## src/rtl/fetch_stage_pkg.sv

```systemverilog
// Shared pipeline constants for the fetch stage: reset defaults, PC increment
// and word-alignment mask. FETCH_PERF_CNT_EN (in fetch_stage) adds perf counters.
package fetch_stage_pkg;

  localparam logic [31:0] RESET_PC_DEFAULT  = 32'h0000_0000;
  localparam logic [31:0] NOP_INSTR_DEFAULT = 32'h0000_0000;
  localparam logic [31:0] PC_INCR           = 32'd4;
  localparam logic [31:0] WORD_ALIGN_MASK   = 32'hFFFF_FFFC;

  function automatic logic [31:0] alignPc(input logic [31:0] addr);
    return addr & WORD_ALIGN_MASK;
  endfunction

endpackage

```

## src/rtl/fetch_stage_if_id_reg.sv

```systemverilog
// IF/ID pipeline register set; a squash loads a bubble and beats a stall.
module if_id_reg
  import fetch_stage_pkg::*;
#(
  parameter logic [31:0] NOP_INSTR = NOP_INSTR_DEFAULT
) (
  input  logic        clk,
  input  logic        rst,
  input  logic        stall_i,
  input  logic        squash_i,
  input  logic [31:0] instr_i,
  input  logic [31:0] pc_i,
  input  logic [31:0] pcplus4_i,
  output logic [31:0] instr_o,
  output logic [31:0] pc_o,
  output logic [31:0] pcplus4_o,
  output logic        valid_o
);

  logic [31:0] instr_q, instr_d;
  logic [31:0] pc_q, pc_d;
  logic [31:0] pcplus4_q, pcplus4_d;
  logic        valid_q, valid_d;

  always_comb begin
    instr_d   = instr_q;
    pc_d      = pc_q;
    pcplus4_d = pcplus4_q;
    valid_d   = valid_q;
    if (squash_i) begin
      instr_d   = NOP_INSTR;
      pc_d      = '0;
      pcplus4_d = '0;
      valid_d   = 1'b0;
    end else if (!stall_i) begin
      instr_d   = instr_i;
      pc_d      = pc_i;
      pcplus4_d = pcplus4_i;
      valid_d   = 1'b1;
    end
  end

  always_ff @(posedge clk or posedge rst) begin
    if (rst) begin
      instr_q   <= NOP_INSTR;
      pc_q      <= '0;
      pcplus4_q <= '0;
      valid_q   <= 1'b0;
    end else begin
      instr_q   <= instr_d;
      pc_q      <= pc_d;
      pcplus4_q <= pcplus4_d;
      valid_q   <= valid_d;
    end
  end

  assign instr_o   = instr_q;
  assign pc_o      = pc_q;
  assign pcplus4_o = pcplus4_q;
  assign valid_o   = valid_q;

endmodule

```

## src/rtl/fetch_stage.sv

```systemverilog
// Fetch stage: PC register, redirect/stall priority and IF/ID register.
// Define FETCH_PERF_CNT_EN to add fetch_cnt/bubble_cnt performance counters.
module fetch_stage
  import fetch_stage_pkg::*;
#(
  parameter logic [31:0] RESET_PC  = RESET_PC_DEFAULT,
  parameter logic [31:0] NOP_INSTR = NOP_INSTR_DEFAULT
) (
  input  logic        clk,
  input  logic        rst,
  input  logic        stallF,
  input  logic        redirectE,
  input  logic [31:0] redirect_pcE,
  output logic [31:0] imem_addr,
  input  logic [31:0] imem_rdata,
  output logic [31:0] instrD,
  output logic [31:0] pcD,
  output logic [31:0] pcplus4D,
  output logic        validD,
`ifdef FETCH_PERF_CNT_EN
  output logic [31:0] fetch_cnt,
  output logic [31:0] bubble_cnt,
`endif
  output logic        flushD
);

  logic [31:0] pc_q, pc_d;
  logic [31:0] pcPlus4;
  logic        advance;

  assign imem_addr = alignPc(pc_q);
  assign pcPlus4   = imem_addr + PC_INCR;
  assign advance   = !redirectE && !stallF;
  assign flushD    = redirectE;

  always_comb begin
    pc_d = pc_q;
    if (redirectE) begin
      pc_d = alignPc(redirect_pcE);
    end else if (!stallF) begin
      pc_d = pcPlus4;
    end
  end

  always_ff @(posedge clk or posedge rst) begin
    if (rst) begin
      pc_q <= alignPc(RESET_PC);
    end else begin
      pc_q <= pc_d;
    end
  end

  if_id_reg #(
    .NOP_INSTR (NOP_INSTR)
  ) u_if_id (
    .clk       (clk),
    .rst       (rst),
    .stall_i   (stallF),
    .squash_i  (redirectE),
    .instr_i   (imem_rdata),
    .pc_i      (imem_addr),
    .pcplus4_i (pcPlus4),
    .instr_o   (instrD),
    .pc_o      (pcD),
    .pcplus4_o (pcplus4D),
    .valid_o   (validD)
  );

`ifdef FETCH_PERF_CNT_EN
  // Every non-reset edge is either a useful fetch or a bubble (stall/redirect).
  logic [31:0] fetchCnt_q, bubbleCnt_q;

  always_ff @(posedge clk or posedge rst) begin
    if (rst) begin
      fetchCnt_q  <= '0;
      bubbleCnt_q <= '0;
    end else if (advance) begin
      fetchCnt_q  <= fetchCnt_q + 32'd1;
    end else begin
      bubbleCnt_q <= bubbleCnt_q + 32'd1;
    end
  end

  assign fetch_cnt  = fetchCnt_q;
  assign bubble_cnt = bubbleCnt_q;
`else
  logic unusedAdvance;
  assign unusedAdvance = advance;
`endif

endmodule

```

## config.mk

```make
export PLATFORM = sky130hd
export DESIGN_NAME = fetch_stage
export DESIGN_NICKNAME = d
export VERILOG_FILES = /design/src/rtl/fetch_stage_pkg.sv /design/src/rtl/fetch_stage_if_id_reg.sv /design/src/rtl/fetch_stage.sv
export SDC_FILE = /design/constraint.sdc
export NUM_CORES = 1
export LEC_CHECK = 0
export ABC_AREA = 1
export CAP_MARGIN = 20
export CORE_MARGIN = 5
export CORE_UTILIZATION = 45
export CTS_CLUSTER_DIAMETER = 40
export DETAILED_ROUTE_END_ITERATION = 10
export PLACE_DENSITY = 0.84
export SETUP_SLACK_MARGIN = 0.05
export SLEW_MARGIN = 20
export SYNTH_ARGS = -nofsm -noshare
export SYNTH_HDL_FRONTEND = slang
export SYNTH_SLANG_ARGS = --single-unit
```

## constraint.sdc

```tcl
create_clock -name clk -period 4.3 [get_ports clk]
set_clock_uncertainty 0.2 [all_clocks]
set_input_delay 0.43 -clock clk [delete_from_list [all_inputs] [get_ports clk]]
set_output_delay 0.43 -clock clk [all_outputs]
set_load 0.02 [all_outputs]
```

Yosys cells after proc, flatten, opt, wreduce, memory -nomap -nowiden
Cells that the tools add are included.
{"block": "word_totals", "in_bits": 68, "register_bits": 129, "out_inout_bits": 130}
{"block": "op_classes", "n_mux": 9, "n_addsub": 1, "n_eq_ne": 1}
{"op": "$mux W32", "count": 7}
{"op": "$add A32 B3 Y32 const B", "count": 1}
{"op": "$mux W1", "count": 2}
{"op": "$ne A2 B1 Y1 const B", "count": 1}

Longest topological paths before layout
Gate-level depths: netlist of the first run.
{"block": "depth", "word_depth": 3, "mapped_depth": 9, "mapped_depth_nobuf": 9}

By module
From an unflattened synthesis of the first run, not the netlist that was laid out.
{"block": "hier_totals", "hier_cells": 782, "hier_area_um2": 6218.5}
{"mod": "if_id_reg", "cells_per_inst": 421, "n_inst": 1, "area_each_um2": 3824.9}
{"mod": "fetch_stage", "cells_per_inst": 361, "n_inst": 1, "area_each_um2": 2393.5}

Least setup slack after synthesis of the first run
No wires, ideal clock.
{"block": "synth_timing", "kind": "flip-flop to flip-flop", "from": "register pc_q[2]", "to": "register pc_q[26]", "required_time_ns": 3.983, "setup_slack_ns": 2.549, "setup_ns": 0.117, "t_arrival_ns": 1.433, "path_buffers": 0, "stages_incl_launch_ff": 9, "cell_sequence": "dfrtp_1 -> ha_1 -> inv_1 -> nor2_4 -> nand2_4 -> nor2_4 -> nand3_1 -> nand3_2 -> nand2_1"}
{"block": "synth_via", "elab_chain_len": 3}
{"item": "from (decl)", "line": "fetch_stage.sv:27", "rtl": "logic [31:0] pc_q, pc_d;"}
{"item": "from (signal assigned)", "line": "fetch_stage.sv:47", "rtl": "pc_q <= alignPc(RESET_PC);"}
{"item": "from (signal assigned)", "line": "fetch_stage.sv:49", "rtl": "pc_q <= pc_d;"}
{"item": "$add A32 B3 Y32", "line": "fetch_stage.sv:32", "rtl": "assign pcPlus4 = imem_addr + PC_INCR;"}
{"item": "$mux W32", "line": "fetch_stage.sv:40", "rtl": "end else if (!stallF) begin"}
{"item": "$mux W32", "line": "fetch_stage.sv:38", "rtl": "if (redirectE) begin"}
No other way between the ends. The select of a mux whose other input is x is not followed.
A chain may end at the register's enable or synchronous reset.

Worst setup path after layout of the first run
{"block": "layout_timing", "from": "input port redirectE", "to": "output port flushD"}
{"item": "from (decl)", "line": "fetch_stage.sv:12", "rtl": "input logic redirectE,"}
{"item": "to (decl)", "line": "fetch_stage.sv:24", "rtl": "output logic flushD"}
No word-level cell between the ends.

==> metrics.txt, run 1 <==
status complete, no violations; Final WS setup 1460 ps; CP most frequent cell clkdlybuf4s50_1; Placement Rows 40; Syn Inst Count 636; gr usage total 23.4%; Mapped Area 5560 um2; Die Ht 121 um; Worst Setup Path Type in2out; # IOs 198; Hold WS 272 ps; die width 121 um; Final ANT Viol Nets 0; slew margin rel. a little under half; P&R area growth vs syn 46.7%; period utilization between 60% and 70%; VDD IR-drop max roughly 0.00027 V; Final Slew Violations 0; first drt pass iteration count 5; Finished Cell Area 8150 um2; Power Density 406 nW/um2; largest cells by area after synthesis dfrtp_1 55%, nand2_1 15%, a22o_1 5.4%; initial core utilization 46.1%; final hold vios 0; Lkg Pwr 3.77 nW; CTS tree yes; CP delay by family, top buffers and inverters; Worst setup EP type output port; worst-skew pair later-pin latency 410 ps; # H-tree levels 4; largest net degree at the start of global routing 66; CTS clk-pin slew, worst paths 50 ps; multi-input logic area 2110 um2; drt wl/cell 16.7 um; drt initial violations between 400 and 500; Placed Cells 973; most common cell in the synthesized netlist nand2_1; number of inserted diodes 0; Filler Cells Inserted 974; hpwl dp 11,900 um; post-synth cell types 25; Post-Route Utilization 67.6%; post_cts resized 0; first-pass GRT wire length 26,400 um; FF/Latch Area 3080 um2; RSZ-0062 raised after global routing no; leading area contributor after synthesis dfrtp_1; fin cells 1,003; min-delay worst type reg2reg; initial antenna violation count 0; WP data arrival around 2200 ps; Yosys warnings 0; achievable frequency 352 MHz; Max Cap Violations 0; port bufs 189; setup slack after placement 1220 ps; EDFF count, synth 0; root buf cell clkbuf_16; Buf+Inv Stages, Crit Path 2; DRT Wirelength 16,800 um; Via Count 5,010; Main synth FF type dfrtp_1; Setup TNS 0 ps; die area 14,700 um2; clock sinks around 120; top cells by instance count after synthesis 220 x nand2_1, 123 x dfrtp_1, 52 x inv_1, 44 x nand3_1, 34 x a22o_1; Crit Path Max Fanout 15; routability cong. 0.936; total power 3.31 mW; Post-synth ARST share 100%; share of the synthesized area in the top cell type 55.4%; placed inst area 7570 um2; cell at the slowest stage of the critical path clkdlybuf4s50_1; number of global-route vias before repair 4,976; Final Setup Violations 0; Yosys reg bits 123; Max clock buf depth 2; fin nets 893; worst slew pin tran 811 ps; Crit path required time 3670 ps; sequential area share after synthesis 55.4%; share of cells above drive strength 1 8.14%; # DRC 0; postcts setup bufs 0; worst-path cell chain clkdlybuf4s50_1 > clkdlybuf4s50_1; CTS Buf Count 17; hold buffers post-CTS 0; average instance area after synthesis 8.73 um2; highest cell delay on the worst timing path 1000 ps; total global routing overflow 0; startpoint types input pin; Core Box Area 12,100 um2; Period minus WS final 2840 ps; vias per cell 5.00
==> layer usage <==
layer / track usage (%) / share of wire, % / vias to the layer above
met5: 0 / 0 / -
met4: 8.50 / 2.0 / 0
met3: 7.55 / 9.2 / 24
met2: 36.5 / 46 / 196
met1: 30.5 / 43 / 2367
li1: - / - / 2423
==> cell families (layout without fill, tap and decap cells) <==
family | after synthesis | in the layout | synth area share (%)
and+or+nand+nor | 325 | 325 | 25.7
adders and majority gates | 1 | 1 | 0.225
AOI/OAI and AO/OA | 94 | 94 | 11.1
DFF | 123 | 123 | 55.4
buffers and inverters | 88 | 282 | 6.89
xor gates and xnor gates | 4 | 4 | 0.631
other | 1 | 6 | 0.0675
==> final cells by class <==
cell class,count,share of cell area [%]
Multi-Input combinational cell,430,25.9
Timing Repair Buffer,196,24.0
Sequential cell,123,37.8
Tap cell,168,2.58
Clock inverter,7,1.11
Inverter,56,2.61
Clock buffer,23,5.99
==> tightest hold or removal path: cells and delay by family (launching register included) <==
| family | cells | cell delay, ps |
|---|---|---|
| flops | 1 | 330 |
| simple gates | 2 | 100 |
==> where the power goes <==
| part | switching [mW] | total (mW) | internal (mW) |
|---|---|---|---|
| clock network | 0.486 | 1.39 | 0.904 |
| registers | 0.0821 | 1.33 | 1.24 |
| logic | 0.326 | 0.590 | 0.264 |
| total | 0.895 | 3.31 | 2.41 |
==> sequential cells by signal (all words and copies together), names as in the netlist <==
name and flops:
u_if_id.pc_o 30, pc_q 30, u_if_id.valid_o 1, u_if_id.instr_o 32, u_if_id.pcplus4_o 30
==> final timing paths <==
check / start / slack (ps) / endpoint / cells past startpoint
setup / recovery: redirectE / 1460 / flushD / 2
hold / removal: u_if_id.pcplus4_o[9]$_DFFE_PP0P_ / 270 / u_if_id.pcplus4_o[9]$_DFFE_PP0P_ / 2
setup reg to reg: pc_q[2]$_DFFE_PP0P_ / 2350 / u_if_id.pcplus4_o[20]$_DFFE_PP0P_ / 9
hold reg to reg: u_if_id.pcplus4_o[9]$_DFFE_PP0P_ / 270 / u_if_id.pcplus4_o[9]$_DFFE_PP0P_ / 2
max in group asynchronous: rst / 2750 / u_if_id.pcplus4_o[17]$_DFFE_PP0P_ / 3
min in group asynchronous: rst / 330 / u_if_id.instr_o[6]$_DFFE_PP0P_ / 2
==> placed cells by master (no fill, tap or decap) <==
master	instances
dfrtp_1	123
nand2_1	220
a21oi_1	2
clkinvlp_4	2
nand3_1	44
nor2_4	9
nand4_1	4
clkbuf_8	4
xor2_1	4
buf_12	1
inv_1	51
nor2_2	7
clkdlybuf4s50_1	189
clkbuf_16	17
bufinv_16	2
o21ai_0	30
nor2_1	30
inv_4	1
clkbuf_1	2
nand2_4	3
conb_1	6
nand2_2	4
o211ai_1	5
o21ai_1	22
inv_2	4
a22o_2	1
buf_4	6
clkinv_2	3
nand3_2	4
ha_1	1
a22o_1	34
No activity file was read; power rests on OpenSTA's default activity.
==> run 2, diff against run 1 <==
CORE_UTILIZATION = 41   (was 45)
PLACE_DENSITY = 0.81   (was 0.84)
clock period = 2.46 ns   (was 4.3 ns; I/O delays follow)
==> metrics.txt, run 2 (synthesis gave the netlist of run 1 again) <==
die width 126 um (was 121 um); first drt pass iteration count 5 (unchanged); initial core utilization 42.0% (was 46.1%); CTS tree yes (unchanged); DRT Wirelength 16,800 um (about the same); Final Slew Violations 0 (unchanged); # IOs 198 (unchanged); Setup TNS 0 ps (unchanged); slew margin rel. 66.2% (was 45.7%); Final ANT Viol Nets 0 (unchanged); most common cell after layout, fill and taps aside nand2_1 (unchanged); worst-skew pair later-pin latency 420 ps (was 410 ps); number of inserted diodes 0 (unchanged); clock sinks 123 (unchanged); drt wl/cell 16.6 um (was 16.7 um); die area 16,000 um2 (was 14,700 um2); max reg flops 32 (unchanged); Max clock buf depth 2 (unchanged); largest net degree at the start of global routing 91 (was 66); # DRC 0 (unchanged); routability cong. 0.865 (was 0.936); highest cell delay on the worst timing path 750 ps (was 1000 ps); CTS clk-pin slew, worst paths 50 ps (about the same); Crit path required time 2010 ps (was 3670 ps); fin nets 897 (was 893); hpwl dp 12,300 um (was 11,900 um); # H-tree levels 4 (unchanged); CP delay by family, top buffers and inverters (unchanged); Period minus WS final 2150 ps; cell at the slowest stage of the critical path clkdlybuf4s50_1 (unchanged); root buf cell clkbuf_16 (unchanged); final hold vios 0 (unchanged); Via Count 5,115 (was 5,010); Final Setup Violations 0 (unchanged); RSZ-0062 raised after global routing no (unchanged); Power Density 702 nW/um2 (was 406 nW/um2); achievable frequency 465 MHz; Max Cap Violations 0 (unchanged); number of global-route vias before repair 5,226 (was 4,976); Worst Setup Path Type in2out (unchanged); worst slew pin tran 507 ps (was 811 ps); commonest non-fill, non-tap cells in the layout 220 x nand2_1, 189 x clkdlybuf4s50_1, 123 x dfrtp_1 (unchanged); startpoint types input pin (unchanged); initial antenna violation count 0 (unchanged); vias per cell 5.03 (was 5.00); postcts setup bufs 0 (unchanged); first-pass GRT wire length 27,600 um (was 26,400 um); Worst setup EP type output port (unchanged); min-delay worst type in2async (was reg2reg); Buf+Inv Stages, Crit Path 2 (unchanged); worst-path cell chain clkdlybuf4s50_1 > clkdlybuf4s50_1 (unchanged); status complete, no violations (unchanged); CTS Buf Count 17 (unchanged); total global routing overflow 0 (unchanged); hold buffers post-CTS 0 (unchanged); WP data arrival 1700 ps (was 2210 ps); Lkg Pwr 3.78 nW (was 3.77 nW); total power 5.74 mW (was 3.31 mW); gr usage total 21.9% (was 23.4%); share of cells above drive strength 1 8.44% (was 8.14%); Placement Rows 42 (was 40); port bufs 189 (unchanged); P&R area growth vs syn 47.2% (was 46.7%); Hold WS 110 ps (was 272 ps); Die Ht 126 um (was 121 um); Core Box Area 13,200 um2 (was 12,100 um2); period utilization about 87%; drt initial violations 340 (was 447); Crit Path Max Fanout 5 (was 15); post_cts resized 0 (unchanged); CP most frequent cell clkdlybuf4s50_1 (unchanged); VDD IR-drop max 0.000418 V (was 0.000275 V)
==> run 2: routing by layer <==
| layer | part of all wire, % | global-route usage (%) |
|---|---|---|
| met3 | 8.5 | 6.77 |
| met1 | 43 | 28.5 |
| met4 | 3.0 | 10.1 |
| met2 | 46 | 33.5 |
| met5 | 0 | 0 |
==> run 2: path summary, 6_finish.rpt <==
| kind | from | endpoint | slack [ps] | depth (start not counted) |
|---|---|---|---|---|
| setup / recovery | redirectE | flushD | 310 | 2 |
| hold reg to reg | u_if_id.pcplus4_o[30]$_DFFE_PP0P_ | u_if_id.pcplus4_o[30]$_DFFE_PP0P_ | 280 | 2 |
| min in group clk | redirect_pcE[13] | pc_q[13]$_DFFE_PP0P_ | 190 | 3 |
| max in group asynchronous | rst | u_if_id.pcplus4_o[26]$_DFFE_PP0P_ | 1540 | 3 |
| setup reg to reg | pc_q[2]$_DFFE_PP0P_ | pc_q[14]$_DFFE_PP0P_ | 500 | 8 |
| hold / removal | rst | u_if_id.pc_o[4]$_DFFE_PP0P_ | 110 | 3 |
==> run 2: layout make-up <==
| cell class | count | area, um2 |
|---|---|---|
| multi-input combinational | 430 | 2110 |
| timing repair buffer | 200 | 1990 |
| clock inverter | 8 | 92.6 |
| fill | 1129 | 5070 |
| tap | 176 | 220 |
| clock buffer | 24 | 472 |
| sequential | 123 | 3080 |
| inverter | 56 | 214 |
==> run 2: power breakdown <==
group          switching [mW]  leakage (nW)  total, mW  internal, mW
Clock                   0.852         0.278       2.38          1.53
Sequential              0.148          1.61       2.32          2.17
Combinational           0.567          1.89       1.03         0.465
Total                    1.57          3.78       5.74          4.17
==> run 2: per-stage QoR <==
step	setup slack, ps	instances	area, um2	utilization (%)
2_1_floorplan	503	641	5580	-
3_3_place_gp	299	985	7610	57.5
3_5_place_dp	278	985	7610	57.5
4_1_cts	267	1017	8180	61.7
5_1_grt	253	1017	8180	61.7
6_report	310	1017	8180	61.7
==> run 2: tightest hold or removal path, stage by stage <==
cell	delay [ps]
clkdlybuf4s50_1	440
clkinvlp_4	110
buf_12	360
==> run 3, diff against run 2 <==
HOLD_SLACK_MARGIN = 0.08   (was unset)
==> results of run 3 <==
Final layout, timing and power as in run 2 (identical DEF).
